[config.mk]
export PLATFORM = sky130hd
export DESIGN_NAME = touch_led_multi
export DESIGN_NICKNAME = d
export VERILOG_FILES = /design/src/rtl/touch_led_multi.sv
export SDC_FILE = /design/constraint.sdc
export NUM_CORES = 1
export LEC_CHECK = 0
export CAP_MARGIN = 30
export CORE_ASPECT_RATIO = 1.4
export CORE_UTILIZATION = 65
export CTS_CLUSTER_SIZE = 24
export DETAILED_ROUTE_END_ITERATION = 10
export PLACE_DENSITY = 0.87
export SLEW_MARGIN = 20
export SYNTH_ARGS = -nofsm -noshare
export SYNTH_HDL_FRONTEND = slang
export SYNTH_SLANG_ARGS = --single-unit
[constraint.sdc]
create_clock -name sys_clk -period 4.7 [get_ports sys_clk]
set_input_delay 0.47 -clock sys_clk [delete_from_list [all_inputs] [get_ports sys_clk]]
set_output_delay 0.47 -clock sys_clk [all_outputs]
set_load 0.05 [all_outputs]
[src/rtl/touch_led_multi.sv]
// Multi-channel touch-key to LED controller: per channel 2-FF synchroniser, debounce FSM,
// press/release pulses and toggle/follow LED. Define TOUCH_LONG_PRESS_EN for long-press detection.
module touch_led_multi #(
    parameter int CH_NUM   = 4,
    parameter int DEB_CNT  = 1_000_000,
    parameter int LONG_CNT = 50_000_000
) (
    input  logic              sys_clk,
    input  logic              sys_rst_n,
    input  logic [CH_NUM-1:0] touch_key,
    input  logic [CH_NUM-1:0] mode,
    output logic [CH_NUM-1:0] led,
    output logic [CH_NUM-1:0] key_press,
    output logic [CH_NUM-1:0] key_release,
    output logic [CH_NUM-1:0] long_press
);

    localparam int CNT_MAX = (LONG_CNT > DEB_CNT) ? LONG_CNT : DEB_CNT;
    localparam int CW      = (CNT_MAX > 2) ? $clog2(CNT_MAX) : 1;
    localparam logic [CW-1:0] DEB_LAST = CW'(DEB_CNT - 1);

    typedef enum logic [1:0] {
        IDLE    = 2'd0,
        DEB_P   = 2'd1,
        PRESSED = 2'd2,
        DEB_R   = 2'd3
    } state_t;

    logic [CH_NUM-1:0] sync1_q;
    logic [CH_NUM-1:0] key_s_q;

    always_ff @(posedge sys_clk or negedge sys_rst_n) begin
        if (!sys_rst_n) begin
            sync1_q <= '0;
            key_s_q <= '0;
        end else begin
            sync1_q <= touch_key;
            key_s_q <= sync1_q;
        end
    end

    genvar gi;
    generate
        for (gi = 0; gi < CH_NUM; gi = gi + 1) begin : ch_g
            state_t        state_q, state_d;
            logic [CW-1:0] cnt_q, cnt_d;
            logic          led_q, led_d;
            logic          press_q, press_d;
            logic          rel_q, rel_d;
`ifdef TOUCH_LONG_PRESS_EN
            localparam logic [CW-1:0] LONG_LAST = CW'(LONG_CNT - 1);
            // Held count lives apart from the debounce count so a release bounce keeps it.
            logic [CW-1:0] hold_q, hold_d;
            logic          fired_q, fired_d;
            logic          long_q, long_d;
`endif

            always_comb begin
                state_d = state_q;
                cnt_d   = cnt_q;
                press_d = 1'b0;
                rel_d   = 1'b0;
`ifdef TOUCH_LONG_PRESS_EN
                hold_d  = hold_q;
                fired_d = fired_q;
                long_d  = 1'b0;
`endif
                case (state_q)
                    IDLE: begin
`ifdef TOUCH_LONG_PRESS_EN
                        hold_d  = '0;
                        fired_d = 1'b0;
`endif
                        if (key_s_q[gi]) begin
                            state_d = DEB_P;
                            cnt_d   = '0;
                        end
                    end
                    DEB_P: begin
                        if (!key_s_q[gi]) begin
                            state_d = IDLE;
                        end else if (cnt_q == DEB_LAST) begin
                            state_d = PRESSED;
                            cnt_d   = '0;
                            press_d = 1'b1;
`ifdef TOUCH_LONG_PRESS_EN
                            hold_d  = '0;
`endif
                        end else begin
                            cnt_d = cnt_q + 1'b1;
                        end
                    end
                    PRESSED: begin
                        if (!key_s_q[gi]) begin
                            state_d = DEB_R;
                            cnt_d   = '0;
                        end
`ifdef TOUCH_LONG_PRESS_EN
                        else if (hold_q == LONG_LAST) begin
                            if (!fired_q) begin
                                long_d  = 1'b1;
                                fired_d = 1'b1;
                            end
                        end else begin
                            hold_d = hold_q + 1'b1;
                        end
`endif
                    end
                    DEB_R: begin
                        if (key_s_q[gi]) begin
                            state_d = PRESSED;
                        end else if (cnt_q == DEB_LAST) begin
                            state_d = IDLE;
                            cnt_d   = '0;
                            rel_d   = 1'b1;
                        end else begin
                            cnt_d = cnt_q + 1'b1;
                        end
                    end
                    default: begin
                        state_d = IDLE;
                        cnt_d   = '0;
                    end
                endcase

                // Follow mode tracks the next state, so a mode switch takes effect on the next edge.
                if (mode[gi]) begin
                    led_d = (state_d == PRESSED) || (state_d == DEB_R);
                end else begin
                    led_d = led_q ^ press_d;
`ifdef TOUCH_LONG_PRESS_EN
                    if (long_d) begin
                        led_d = 1'b0;
                    end
`endif
                end
            end

            always_ff @(posedge sys_clk or negedge sys_rst_n) begin
                if (!sys_rst_n) begin
                    state_q <= IDLE;
                    cnt_q   <= '0;
                    led_q   <= 1'b0;
                    press_q <= 1'b0;
                    rel_q   <= 1'b0;
`ifdef TOUCH_LONG_PRESS_EN
                    hold_q  <= '0;
                    fired_q <= 1'b0;
                    long_q  <= 1'b0;
`endif
                end else begin
                    state_q <= state_d;
                    cnt_q   <= cnt_d;
                    led_q   <= led_d;
                    press_q <= press_d;
                    rel_q   <= rel_d;
`ifdef TOUCH_LONG_PRESS_EN
                    hold_q  <= hold_d;
                    fired_q <= fired_d;
                    long_q  <= long_d;
`endif
                end
            end

            assign led[gi]         = led_q;
            assign key_press[gi]   = press_q;
            assign key_release[gi] = rel_q;
`ifdef TOUCH_LONG_PRESS_EN
            assign long_press[gi]  = long_q;
`else
            assign long_press[gi]  = 1'b0;
`endif
        end
    endgenerate

endmodule

==> flow_metrics.tcl <==
set metrics [dict create \
    run_status "finished clean" \
    synthSimpleGateAreaFrac_pct 28.1 \
    clockBufferDepth 2 \
    finalSetupTns_ns 0 \
    die_y_um 124 \
    root_buffer "clkbuf_16" \
    final-setup-viol-count 0 \
    grt_usage_pct 29.9 \
    rsz0062_at_grt "false" \
    coreArea_mm2 0.0104 \
    clock-sinks 132 \
    syn_avg_cell_area_um2 9.52 \
    ys_ff_latch 132 \
    synth_edf_count 0 \
    synthMuxAreaShare_pct 1.03 \
    crit_type "register to register" \
    crit_slowest_cell "xor2_1" \
    cts_buffers 17 \
    fin_skew_ns 0.00685 \
    drive_gt1_share_pct 6.29 \
    tritoncts "built" \
    synth-xor-area-share_pct 9.67 \
    postLayoutCoreUtil_pct 74.1 \
    cpPeakStageDelay_ns 0.68 \
    required_ns 5.02 \
    dieArea_mm2 0.0111 \
    p_per_area_mw_per_mm2 338 \
    core.rowCount 44 \
    synth-compound-area-share_pct 8.55 \
    power_w 0.00261 \
    grt_pass1_vias 5642 \
    synth_top_family_by_area "simple AND/OR/NAND/NOR gates" \
    maxSlewViolCount 0 \
    finalCritPeriodShare_pct 52.9 \
    wire_per_inst_um 17.0 \
    grt_pass1_wl_um 26000 \
    drtIter0Drc 427 \
    maxCapViolations 0 \
    wirelength_um 15000 \
    async_flop_share_pct 100 \
    synth_seq_area_share_pct 47.5 \
    clk_pin_slew_ns 0.06 \
    vdd_drop_max_mv 0.305 \
    syn-instance-count 730 \
    synth_area_mm2 0.00695 \
    ys_warn_count 0 \
    floorplan.initialDensity_pct 66.8 \
    routabilityCongestion 0.865 \
    fin_nets 748 \
    ant_nets 0 \
    routed_via_density 6.37 \
    cts_resized 0 \
    synth_fa_ha_area_share_pct 0.720 \
    antenna_found_initial 0 \
    io_pins 26 \
    synthFlopType "dfrtp_1" \
    antenna_cells 0 \
    dr.pass1.iters 5 \
    relSlewSlack_pct 39.4 \
    grt_max_degree 56 \
    final_area_mm2 0.00771 \
    whs_ns 0.0864 \
    ys_types 63 \
    hold_path_class "input pin to asynchronous set/reset pin" \
    worst-path-max-fanout 19 \
    die_x_um 89.4 \
    arrival_ns 2.80 \
    worstSetupStartpointType "register" \
    place_hpwl_um 9600 \
    path_cells "xor2_1, nand2_1, o32ai_4, o22ai_1, a21o_1" \
    vias 5636 \
    end_kind "register" \
    drc_errors 0 \
    port_buffers 21 \
    max_freq_mhz 402 \
    period_needed_ns 2.49 \
    cts_hold_buffers 0 \
    dpl_cell_area_mm2 0.00713 \
    tightest_slew_ns 0.902 \
    overflow 0 \
    cts_setup_buffers 0 \
    htreeDepth 4 \
    insertion_delay_ns 0.43 \
    syn2layout_area_growth_pct 10.9 \
    hold_violations 0 \
    power.leakage_nw 3.27 \
]
[area by class of cell]
cell class | instances | area (um^2)
Multi-Input combinational cell | 542 | 3350
Inverter | 16 | 60.1
Fill cell | 670 | 2700
Sequential cell | 132 | 3300
Tap cell | 138 | 173
Timing Repair Buffer | 25 | 238
Clock inverter | 9 | 103
Clock buffer | 23 | 478
[layer usage]
| layer | up-vias | GRT usage (%) | part of all wire (%) |
|---|---|---|---|
| li1 | 2611 | - | - |
| met1 | 2791 | 37.3 | 40 |
| met2 | 189 | 49.5 | 52 |
| met3 | 45 | 6.49 | 5.0 |
| met4 | 0 | 12.1 | 2.3 |
| met5 | - | 0 | 0 |
[per-stage QoR]
step / setup slack [ns] / std cells
2_1_floorplan: 2.69 / 733
3_3_place_gp: 2.31 / 853
3_5_place_dp: 2.23 / 853
4_1_cts: 2.22 / 885
5_1_grt: 2.05 / 885
6_report: 2.21 / 885
[flip-flops by register name, summed over array words and instances, names as in the netlist]
signal        count
sync1_q           4
ch_g.press_q      4
key_s_q           4
ch_g.led_q        4
ch_g.cnt_q      104
ch_g.rel_q        4
ch_g.state_q      8
[logic make-up after synthesis]
| group | count (synthesis) |
|---|---|
| AOI/OAI and AO/OA | 87 |
| and+or+nand+nor | 365 |
| muxes | 7 |
| other | 1 |
| DFF | 132 |
| adders and majority gates | 4 |
| buffers and inverters | 59 |
| xor gates and xnor gates | 75 |
[worst paths after layout]
path | cells after the start | slack, ns | end | startpoint
max in group asynchronous | 2 | 3.61 | ch_g[0].cnt_q[9] | sys_rst_n
min in group sys_clk | 0 | 0.34 | key_s_q[3] | sync1_q[3]
setup / recovery | 5 | 2.21 | ch_g[0].cnt_q[14] | ch_g[0].state_q[1]
setup reg to reg | 5 | 2.21 | ch_g[0].cnt_q[14] | ch_g[0].state_q[1]
hold reg to reg | 0 | 0.34 | key_s_q[3] | sync1_q[3]
hold / removal | 1 | 0.09 | ch_g[3].cnt_q[2] | sys_rst_n
[critical path, delay by kind of cell, from the launching register on]
| family | cells | cell delay (ns) |
|---|---|---|
| AND/OR/NAND/NOR | 1 | 0.21 |
| flip-flops | 1 | 0.45 |
| XOR/XNOR | 1 | 0.68 |
| AO/OA/AOI/OAI | 3 | 1.04 |
[cell usage in the layout, fill, tap and decap left out, types with 18 or more instances in the layout]
cell type	netlist	final
a21oi_1	18	18
and4_1	19	19
clkdlybuf4s50_1	0	20
dfrtp_1	132	132
nand2_1	60	60
nand3_1	37	37
nand4_1	36	36
nor2_1	94	94
nor3_1	24	24
nor4_1	29	29
o21ai_0	25	25
xnor2_1	41	41
xor2_1	32	32
[cells in the mapped netlist (3+ instances only)]
cell	number	area [um^2]
nand3_1	37	185
nand2b_1	4	25.0
or4_1	3	22.5
a22o_1	6	52.6
mux2i_1	6	60.1
nor2_1	94	353
clkbuf_1	13	48.8
buf_4	16	120
buf_2	10	50.1
and3_1	17	106
dfrtp_1	132	3300
nor3_1	24	120
or3_1	8	50.1
a21o_1	10	75.1
nand4_1	36	225
o21ai_0	25	125
nor2b_1	6	37.5
a21oi_1	18	90.1
and2_1	5	31.3
o22ai_1	7	43.8
xor2_1	32	280
inv_1	16	60.1
xnor2_1	41	359
nand2_1	60	225
nor4b_1	9	78.8
nor4_1	29	181
and4_1	19	166
ha_1	4	50.1
[report_power, final]
part | total, W | leakage (nW) | internal, W | switching (W)
combinational | 0.000115 | 1.19 | 0.0000387 | 0.0000758
clock | 0.00130 | 0.279 | 0.000818 | 0.000485
sequential | 0.00119 | 1.81 | 0.00116 | 0.0000305
(Power assumes the default switching activity.)
